File: config.mk
export PLATFORM = sky130hd
export DESIGN_NAME = mem_access_ctrl
export DESIGN_NICKNAME = d
export VERILOG_FILES = /design/src/rtl/mem_access_pkg.sv /design/src/rtl/mac_wait_timer.sv /design/src/rtl/mem_access_ctrl.sv
export SDC_FILE = /design/constraint.sdc
export NUM_CORES = 1
export LEC_CHECK = 0
export ABC_AREA = 1
export ABC_CLOCK_PERIOD_IN_PS = 1800
export CAP_MARGIN = 10
export CORE_MARGIN = 1.5
export CORE_UTILIZATION = 40
export CTS_CLUSTER_SIZE = 16
export DETAILED_ROUTE_END_ITERATION = 10
export HOLD_SLACK_MARGIN = 0.06
export PLACE_DENSITY = 0.74
export SETUP_SLACK_MARGIN = 0.5
export SYNTH_ARGS = -nofsm -noshare
export SYNTH_HDL_FRONTEND = slang
export SYNTH_SLANG_ARGS = --single-unit
export TNS_END_PERCENT = 1
File: constraint.sdc
create_clock -name i_clk -period 1.8 [get_ports i_clk]
set_input_delay 0.36 -clock i_clk [delete_from_list [all_inputs] [get_ports i_clk]]
set_output_delay 0.36 -clock i_clk [all_outputs]
set_load 0.01 [all_outputs]
File: src/rtl/mem_access_pkg.sv
// mem_access_pkg: shared types, default widths and the write-protection rule
// for the unified-memory access controller.
package mem_access_pkg;

    localparam int          ADDR_W_DEF    = 12;
    localparam int          DATA_W_DEF    = 16;
    localparam logic [11:0] INSTR_TOP_DEF = 12'h7FF;

    typedef enum logic [1:0] {IDLE, ACCESS, RESP} mac_state_t;

    function automatic logic is_protected(input logic [31:0] addr, input logic write,
                                          input logic [31:0] top);
        return write && (addr <= top);
    endfunction

endpackage

File: src/rtl/mac_wait_timer.sv
// mac_wait_timer: 4-bit load/decrement counter; o_last flags the final ACCESS cycle.
module mac_wait_timer (
    input  logic       i_clk,
    input  logic       i_rst_n,
    input  logic       i_load,
    input  logic [3:0] i_value,
    input  logic       i_en,
    output logic       o_last
);

    logic [3:0] r_count;

    always_ff @(posedge i_clk or negedge i_rst_n) begin
        if (!i_rst_n)
            r_count <= '0;
        else if (i_load)
            r_count <= i_value;
        else if (i_en && r_count != 4'd0)
            r_count <= r_count - 4'd1;
    end

    assign o_last = (r_count == 4'd0);

endmodule

File: src/rtl/mem_access_ctrl.sv
// mem_access_ctrl: one-at-a-time load/store sequencer for the 4K x 16 memory with
// instruction-region write protection. Define MAC_FAULT_CNT_EN to add o_fault_count.
module mem_access_ctrl
    import mem_access_pkg::*;
#(
    parameter int                ADDR_W      = ADDR_W_DEF,
    parameter int                DATA_W      = DATA_W_DEF,
    parameter int                WAIT_CYCLES = 0,
    parameter logic [ADDR_W-1:0] INSTR_TOP   = ADDR_W'(INSTR_TOP_DEF)
) (
    input  logic              i_clk,
    input  logic              i_rst_n,
    input  logic              i_req_valid,
    output logic              o_req_ready,
    input  logic              i_req_write,
    input  logic [ADDR_W-1:0] i_req_addr,
    input  logic [DATA_W-1:0] i_req_wdata,
    output logic              o_rsp_valid,
    input  logic              i_rsp_ready,
    output logic [DATA_W-1:0] o_rsp_rdata,
    output logic              o_rsp_fault,
    output logic [ADDR_W-1:0] o_mem_address,
    output logic [DATA_W-1:0] o_mem_data_in,
    output logic              o_mem_read,
    output logic              o_mem_write,
`ifdef MAC_FAULT_CNT_EN
    output logic [7:0]        o_fault_count,
`endif
    input  logic [DATA_W-1:0] i_mem_data_out
);

    mac_state_t        r_state, w_next;
    logic              r_write, r_rsp_fault;
    logic [ADDR_W-1:0] r_addr;
    logic [DATA_W-1:0] r_wdata, r_rsp_rdata;
    logic              w_accept, w_fault, w_last, w_in_access, w_rsp_done;

    assign w_accept    = (r_state == IDLE) && i_req_valid;
    assign w_fault     = is_protected(32'(i_req_addr), i_req_write, 32'(INSTR_TOP));
    assign w_in_access = (r_state == ACCESS);
    assign w_rsp_done  = (r_state == RESP) && i_rsp_ready;

    mac_wait_timer u_timer (
        .i_clk   (i_clk),
        .i_rst_n (i_rst_n),
        .i_load  (w_accept),
        .i_value (4'(WAIT_CYCLES)),
        .i_en    (w_in_access),
        .o_last  (w_last)
    );

    always_ff @(posedge i_clk or negedge i_rst_n) begin
        if (!i_rst_n)
            r_state <= IDLE;
        else
            r_state <= w_next;
    end

    always_comb begin
        w_next = r_state;
        case (r_state)
            IDLE:    if (w_accept) w_next = w_fault ? RESP : ACCESS;
            ACCESS:  if (w_last) w_next = RESP;
            RESP:    if (i_rsp_ready) w_next = IDLE;
            default: w_next = IDLE;
        endcase
    end

    always_ff @(posedge i_clk or negedge i_rst_n) begin
        if (!i_rst_n) begin
            r_write     <= 1'b0;
            r_addr      <= '0;
            r_wdata     <= '0;
            r_rsp_rdata <= '0;
            r_rsp_fault <= 1'b0;
        end else begin
            if (w_accept) begin
                r_write     <= i_req_write;
                r_addr      <= i_req_addr;
                r_wdata     <= i_req_wdata;
                r_rsp_rdata <= '0;
                r_rsp_fault <= w_fault;
            end
            if (w_in_access && w_last)
                r_rsp_rdata <= r_write ? '0 : i_mem_data_out;
            if (w_rsp_done) begin
                r_rsp_rdata <= '0;
                r_rsp_fault <= 1'b0;
            end
        end
    end

    // Memory strobes decode from state so an async reset drops them without a clock edge.
    assign o_req_ready   = (r_state == IDLE);
    assign o_rsp_valid   = (r_state == RESP);
    assign o_rsp_rdata   = r_rsp_rdata;
    assign o_rsp_fault   = r_rsp_fault;
    assign o_mem_address = w_in_access ? r_addr : '0;
    assign o_mem_data_in = w_in_access ? r_wdata : '0;
    assign o_mem_read    = w_in_access && !r_write;
    assign o_mem_write   = w_in_access && r_write && w_last;

`ifdef MAC_FAULT_CNT_EN
    logic [7:0] r_fault_count;

    always_ff @(posedge i_clk or negedge i_rst_n) begin
        if (!i_rst_n)
            r_fault_count <= '0;
        else if (w_accept && w_fault && r_fault_count != 8'hFF)
            r_fault_count <= r_fault_count + 8'd1;
    end

    assign o_fault_count = r_fault_count;
`endif

endmodule

-- Yosys cells after proc, flatten, opt, wreduce, memory -nomap -nowiden
Cells that the tools add are included.
- flip-flop bits (word level): 52
- bits of input ports: 49
- output and inout port bits: 49
- logic and storage cells: 45
- $add $sub $neg: 1
- magnitude comparators: 1
- equal/unequal tests: 5
- multiplexer cells: 15
- reductions and logical operators: 16
- operators with widths (kind ; number):
    16-bit two-way mux ; 5
    12-bit by 11-bit less-or-equal comparator with 1-bit output, second input constant ; 1
    12-bit two-way mux ; 1
    1-bit logical AND ; 8
    2-bit two-way mux ; 4
    4-bit two-way mux ; 2
    2-bit case mux with 3 select lines ; 1
    4-bit zero test ; 1
    2-bit by 1-bit != test with 1-bit output, second input constant ; 2
    2-bit nonzero test ; 2
    4-bit nonzero test ; 1
    4-bit by 1-bit subtractor with 4-bit output, second input constant ; 1
    3-bit AND reduction ; 1
    3-bit nonzero test ; 1
    2-bit by 1-bit == test with 1-bit output, second input constant ; 1
    2-bit == test, second input constant ; 1
    2-bit zero test ; 1
    1-bit two-way mux ; 2
    2-bit != test, second input constant ; 1
    1-bit zero test ; 1

-- Logic depth before layout (Yosys ltp)
Gate-level depths: netlist of run 1.
- depth in word-level cells: 5
- mapped depth: 8
- mapped depth without buffers: 8

-- Hierarchy
From an unflattened synthesis of run 1, not the netlist that was laid out.
- cell total of the unflattened synthesis: 301
- area, all modules: 2571.2 um^2
- by module, submodules not included (module ; instances ; cells an instance ; area each (um^2) ; seq. area each (um^2)):
    mem_access_ctrl ; 1 ; 255 ; 2275.9 ; 1201.2
    mac_wait_timer ; 1 ; 46 ; 295.3 ; 100.1

-- Least setup slack after synthesis of run 1
No wires, ideal clock.
- path kind: reg-to-output
- start point: register r_state[1]
- end point: output o_mem_write
- data arrival time: 1117 ps
- required time: 1440 ps
- setup slack: 323 ps
- stages on the path, launching flop included: 5
- buffers on the path: 1
- cell sequence: dfrtp_1 -> inv_1 -> nand2_4 -> clkbuf_1 -> nor3_1
- longest elaborated chain between the ends: 3
- RTL lines (element ; RTL line ; RTL):
    start, declared ; mem_access_ctrl.sv:32 ; mac_state_t r_state, w_next;
    start signal, assigned ; mem_access_ctrl.sv:56 ; r_state <= w_next;
    2-bit by 1-bit == test with 1-bit output ; mem_access_ctrl.sv:40 ; assign w_in_access = (r_state == ACCESS);
    1-bit logical AND (2 in a row) ; mem_access_ctrl.sv:101 ; assign o_mem_write = w_in_access && r_write && w_last;
    end, declared ; mem_access_ctrl.sv:25 ; output logic o_mem_write,
Every way passes these cells.

-- Final worst setup path of run 1
- start point: register r_state[0]
- end point: output o_mem_address[9]
- longest elaborated chain between the ends: 2
- RTL lines (element ; RTL line ; RTL):
    2-bit by 1-bit == test with 1-bit output ; mem_access_ctrl.sv:40 ;
    12-bit two-way mux ; mem_access_ctrl.sv:98 ; assign o_mem_address = w_in_access ? r_addr : '0;
    end, declared ; mem_access_ctrl.sv:22 ; output logic [ADDR_W-1:0] o_mem_address,
Every way passes these cells.

==> run_results.csv, run 1 <==
group,metric,value,unit
synth,synth_edf_count,0,
sta,fin_crit_sh,93.0,%
final_layout,final_common_cell,"nand2_1",
floorplan,start_util,41.8,%
global_route,grt_max_degree,53,
drt,drt_pass1_iterations,5,
drt,drcViolationCount,0,
drt,vias_per_cell,4.64,
floorplan,rows,28,
sta,setup_slack,0.126,ns
worst_setup_path,r2r-end,"r_addr[6]",
floorplan,core,5990,sq um
clock_tree,htreeDepth,2,
synth,synth_area,2500,sq um
global_route,track_usage,19.0,%
run,max_cap_violations,0,
clock_tree,clockRootBuffer,"clkbuf_8",
worst_setup_path,cp_cell_sequence,"buf_4, nand2_8, nor2_1, dlygate4sd2_1",
sta,worstMarginPinSlew,0.299,ns
pwr,switching_power,2.28,mW
pwr,pwr-share-comb,55.1,%
final_layout,final_nets,445,
synth,synthArstFlopShare,100,%
worst_setup_path,start_kind,"flop",
synth,syn_avg_cell_area,8.90,sq um
sta,relSlewSlack,80.1,%
pwr,pwr-share-clk,11.0,%
worst_setup_path,r2r_setup_slack,0.18,ns
worst_setup_path,critPathMaxStageDelay,0.42,ns
place,dp_hpwl,3990,um
worst_setup_path,required,1.44,ns
global_route,grt_pass1_wl,9620,um
worst_setup_path,critPathKind,"reg -> out",
global_route,grt_overflow,0,
global_route,grt_pass1_vias,2113,
final_layout,post-route-util,62.3,%
clock_tree,cts-buffers-inserted,5,
drt,wl_per_cell,12.9,um
clock_tree,tritoncts,"done",
synth,synth_cell_types,27,
sta,hold_slack,0.479,ns
hold_path,hp-class,"reg -> reg",
sta,period_minus_slack,1.67,ns
sta,clock.fmax,0.598,GHz
pwr,ir_drop,951,uV
floorplan,fp.dieH,82.1,um
place,place_congestion,0.757,
worst_setup_path,slowest_stage,"dfrtp_2",
worst_setup_path,crit_start,"r_state[0]",
synth,synthFlopType,"dfrtp_1",
clock_tree,cts_max_path_buffers,2,
floorplan,dieArea,6740,sq um
sta,rsz0062_at_grt,"true",
synth,ys_seq_area_share,52.0,%
pwr,total_power,5.59,mW
floorplan,ios,98,
pwr,seqPwrFrac,33.8,%
final_layout,drive_above_1_share,25.8,%
synth,synth_warnings,0,
drt,wirelength,6080,um
drt,final_antenna_net_count,0,
worst_setup_path,cp.arrival,1.31,ns
run_status,status,"completed",
worst_setup_path,crit_fanout,13,
synth,ys_seq_elements,52,
sta,final.setup.tns,0,ns
drt,num_vias,2182,
place,dp_slack,0.00943,ns
worst_setup_path,rr_worst_depth,8,
clock_tree,clkTransAtPathRegs,0.09,ns
pwr,p_sw_share,40.7,%
place,portBuffers,97,
sta,hold_viol_final,0,
worst_setup_path,worstSetupEndpointType,"primary output",
final_layout,n_antenna_cell,0,
sta,setup_violations,0,
sta,finClkSkew,0.00820,ns
clock_tree,cts_sinks,52,
sta,slew_violations,0,
floorplan,die_w,82.1,um
drt,drt_iter0_drc,74,
pwr,power_density,1500,nW/um^2
worst_setup_path,worstSetupEndpoint,"o_mem_address[9]",
synth,syn-num-nets,331,
final_layout,final_cell_mix,"nand2_1 (68), clkdlybuf4s50_1 (64), dfrtp_1 (51)",
final_layout,area_growth,49.3,%
pwr,p_leak,1.87,nW
worst_setup_path,r2r-start,"r_state[0]",
clock_tree,clk_latency,0.30,ns
pwr,cell_internal_pwr,3.31,mW
synth,synthCells,281,
global_route,antenna_found_initial,0,
## per-layer routing
layer | track usage, % | share of wire, % | up-vias
met5 | 0 | 0 | -
met1 | 24.7 | 45 | 1029
li1 | - | - | 1093
met2 | 31.6 | 49 | 52
met3 | 4.22 | 4.3 | 8
met4 | 5.76 | 1.6 | 0
## area by class of cell
type / instances / area [sq um]
clock inverters: 1 / 5.00
multi-input cells: 180 / 1040
flip-flops and latches: 52 / 1300
repair buffers: 117 / 1060
well taps: 75 / 93.8
inverters: 39 / 151
clock buffers: 6 / 72.6
fillers: 514 / 2260
## flip-flops by register name (all words and copies together), names as in the netlist
signal and cells:
r_write 1, r_wdata 16, o_rsp_fault 1, r_addr 12, r_state 2, o_rsp_rdata 16, u_timer.r_count 4
## synthesized netlist by cell type (2+ instances only)
| library cell | instances | area (sq um) |
|---|---|---|
| buf_6 | 4 | 45.0 |
| clkbuf_1 | 4 | 15.0 |
| inv_1 | 37 | 139 |
| nand2_1 | 68 | 255 |
| nand2_4 | 2 | 22.5 |
| nor2_1 | 33 | 124 |
| o21ai_2 | 22 | 193 |
| a21oi_1 | 2 | 10.0 |
| nor2_8 | 2 | 40.0 |
| dfrtp_1 | 52 | 1300 |
| nand2_2 | 11 | 68.8 |
| nand3b_1 | 2 | 15.0 |
| nand3_1 | 19 | 95.1 |
| o21ai_0 | 10 | 50.1 |
## metrics by stage
step | instances | instance area (sq um)
after floorplan | 281 | 2530
after global placement | 454 | 3610
after detailed placement | 454 | 3610
after CTS | 469 | 3720
after global routing | 470 | 3730
final | 470 | 3730
## kinds of logic after synthesis
kind of cell,synth area share [%]
flip-flops,52.0
buffers and inverters,10.3
XOR/XNOR,0.350
AND/OR/NAND/NOR,26.8
AO/OA/AOI/OAI,10.1
adder cells (fa/ha/maj),0.500
## worst max-delay path, delay by kind of cell (launching register included)
| family | cells | cell delay [ns] |
|---|---|---|
| buf+inv | 2 | 0.44 |
| flops | 1 | 0.42 |
| simple gates | 2 | 0.16 |
## power groups by stage
stage	clock (mW)	sequential [mW]	combinational [mW]
CTS	0.644	1.89	3.10
global placement	0	1.89	2.90
finish	0.618	1.89	3.08
floorplan	0	1.98	1.66
global route	0.700	1.95	3.39
detailed placement	0	1.91	2.96
## how the worst min path moves through the flow
| stage | from | end | slack (ns) | cells past startpoint |
|---|---|---|---|---|
| floorplan | i_rst_n | o_rsp_fault | 0.06 | 0 |
| global placement | i_rst_n | r_state[0] | 0.37 | 2 |
| detailed placement | i_rst_n | r_addr[8] | 0.37 | 2 |
| CTS | o_rsp_rdata[6] | o_rsp_rdata[6] | 0.48 | 2 |
| global route | o_rsp_rdata[11] | o_rsp_rdata[11] | 0.51 | 2 |
| finish | o_rsp_rdata[14] | o_rsp_rdata[14] | 0.48 | 2 |
## repair_timing
action,in CTS,in global routing
endpoints found under the hold margin,52,0
buffers inserted,5,1
hold buffers,1,0
resized for setup,106,4
gates cloned,2,0
endpoints found under the setup margin,96,101
pin swaps,3,1
Power figures use the tool's default switching activity.
==> run 2: changes to the inputs <==
--- a/config.mk
+++ b/config.mk
@@ -8,7 +8,7 @@
 export ABC_AREA = 1
 export ABC_CLOCK_PERIOD_IN_PS = 1800
 export CAP_MARGIN = 10
-export CORE_MARGIN = 1.5
+export CORE_MARGIN = 2
 export CORE_UTILIZATION = 40
 export CTS_CLUSTER_SIZE = 16
 export DETAILED_ROUTE_END_ITERATION = 10
==> run 2 against run 1 <==
Against the previous run: core utilization decreased by 0.96 points; worst hold slack lost 0.0092 ns; via count down 0.50%; sequential cell count is the same; clock power up 8.6%; count of clock-buffer cells in the layout rose by 2; critical path type unchanged; power decreased by 1.5%; wire length down 5.1%; fmax grew 2.1%; critical path depth down 1; sequential share of layout area increased by 0.55 points; worst setup slack better by 0.034 ns.
==> run_results.csv, run 2 (synthesis gave the netlist of run 1 again) <==
group,metric,value,unit
sta,hold_slack,0.470,ns
pwr,pwr-share-comb,53.5,%
global_route,grt_pass1_wl,9700,um
worst_setup_path,critPathKind,"reg -> out",
floorplan,die_w,83.1,um
place,dp_hpwl,4320,um
final_layout,area_growth,47.0,%
final_layout,post-route-util,61.4,%
drt,vias_per_cell,4.58,
drt,wirelength,5770,um
pwr,ir_drop,764,uV
sta,rsz0062_at_grt,"true",
pwr,p_sw_share,39.0,%
place,dp_cells,458,
global_route,grt_max_degree,27,
place,place_congestion,0.766,
final_layout,final_cell_mix,"nand2_1 (68), clkdlybuf4s50_1 (64), dfrtp_1 (51)",
pwr,p_leak,1.86,nW
worst_setup_path,required,1.44,ns
final_layout,n_antenna_cell,0,
sta,slew_violations,0,
pwr,seqPwrFrac,34.4,%
worst_setup_path,worstSetupEndpointType,"primary output",
clock_tree,clkTransAtPathRegs,0.09,ns
worst_setup_path,crit_fanout,3,
drt,drt_iter0_drc,93,
pwr,total_power,5.51,mW
pwr,switching_power,2.15,mW
final_layout,layout.cells.non_filler,474,
sta,finClkSkew,0.00671,ns
floorplan,dieArea,6900,sq um
clock_tree,cts_sinks,52,
floorplan,core,5990,sq um
drt,wl_per_cell,12.2,um
hold_path,hp-class,"in -> async",
worst_setup_path,cp.arrival,1.28,ns
pwr,cell_internal_pwr,3.36,mW
pwr,power_density,1500,nW/um^2
floorplan,fp.dieH,83.1,um
sta,clock.fmax,0.610,GHz
clock_tree,clk_latency,0.30,ns
drt,num_vias,2171,
sta,relSlewSlack,78.3,%
drt,drcViolationCount,0,
clock_tree,clockRootBuffer,"clkbuf_8",
final_layout,final_common_cell,"nand2_1",
global_route,grt_pass1_vias,2095,
clock_tree,tritoncts,"done",
floorplan,rows,28,
drt,drt_pass1_iterations,4,
run_status,status,"completed",
global_route,track_usage,17.1,%
run,max_cap_violations,0,
global_route,antenna_found_initial,0,
final_layout,drive_above_1_share,28.1,%
clock_tree,cts_max_path_buffers,2,
worst_setup_path,start_kind,"flop",
place,portBuffers,97,
final_layout,final_nets,448,
clock_tree,cts-buffers-inserted,5,
sta,hold_viol_final,0,
global_route,grt_overflow,0,
worst_setup_path,rr_worst_depth,9,
sta,fin_crit_sh,91.1,%
clock_tree,htreeDepth,2,
pwr,pwr-share-clk,12.2,%
sta,period_minus_slack,1.64,ns
floorplan,ios,98,
floorplan,start_util,41.8,%
sta,final.setup.tns,0,ns
drt,final_antenna_net_count,0,
sta,setup_violations,0,
sta,worstMarginPinSlew,0.326,ns
run 2: changes by cell type in the layout (fill, tap and decap cells not counted), sizes merged:
cell / before / now
buf: 40 / 53
clkbuf: 6 / 9
clkdlybuf4s15: 0 / 1
clkinv: 2 / 1
nand2: 84 / 83
dlygate4sd2: 12 / 1
run 2: area by class of cell:
type / count / area [sq um]
Inverter: 39 / 149
Sequential cell: 52 / 1300
Tap cell: 75 / 93.8
Timing Repair Buffer: 121 / 1050
Clock buffer: 8 / 90.1
Fill cell: 552 / 2310
Multi-Input combinational cell: 179 / 988
run 2: timing repair:
item | in CTS | in global routing
endpoints found under the setup margin | 97 | 99
hold buffers | 1 | 0
setup buffers | 6 | 0
cloned | 1 | 0
resized for setup | 130 | 1
endpoints found under the hold margin | 12 | 0
pin swaps | 1 | 1
run 2: layer usage:
metal	vias up	part of all wire (%)	global-route usage, %
met3	10	4.4	3.58
met2	52	48	27.6
li1	1095	-	-
met4	0	1.9	6.56
met1	1014	46	22.5
met5	-	0	0
run 2: critical path, cell delays in order, from the launching register on:
cell and delay [ns]:
dfrtp_2 0.44, buf_4 0.16, nor2_1 0.14, clkdlybuf4s15_2 0.24
run 2: power groups by stage:
stage | clock (mW) | combinational (mW) | sequential [mW]
final | 0.671 | 2.94 | 1.89
after CTS | 0.707 | 2.99 | 1.89
after detailed placement | 0 | 3.05 | 1.91
after floorplan | 0 | 1.66 | 1.98
after global placement | 0 | 2.99 | 1.89
after global routing | 0.748 | 3.22 | 1.95
run 2: final timing paths:
kind	from	to	slack, ns
setup / recovery	r_state[0]	o_rsp_valid	0.16
hold / removal	i_rst_n	r_state[0]	0.47
setup reg to reg	r_state[1]	o_rsp_rdata[11]	0.18
hold reg to reg	o_rsp_rdata[4]	o_rsp_rdata[4]	0.48
max in group asynchronous	i_rst_n	r_wdata[14]	0.69
min in group i_clk	o_rsp_rdata[4]	o_rsp_rdata[4]	0.48
run 2: metrics by stage:
step | worst slack, ns | cell area, sq um
finish | 0.161 | 3680
detailed placement | -0.0224 | 3650
CTS | 0.141 | 3680
global placement | 0.00566 | 3650
floorplan | 0.465 | 2530
global route | 0.0915 | 3680
==> run 3: changes to the inputs <==
--- a/config.mk
+++ b/config.mk
@@ -7,7 +7,7 @@
 export LEC_CHECK = 0
 export ABC_AREA = 1
 export ABC_CLOCK_PERIOD_IN_PS = 1800
-export CAP_MARGIN = 10
+export CAP_MARGIN = 25
 export CORE_MARGIN = 2
 export CORE_UTILIZATION = 40
 export CTS_CLUSTER_SIZE = 16
==> results of run 3 <==
No change in the layout: final DEF, timing and power equal those of run 2.
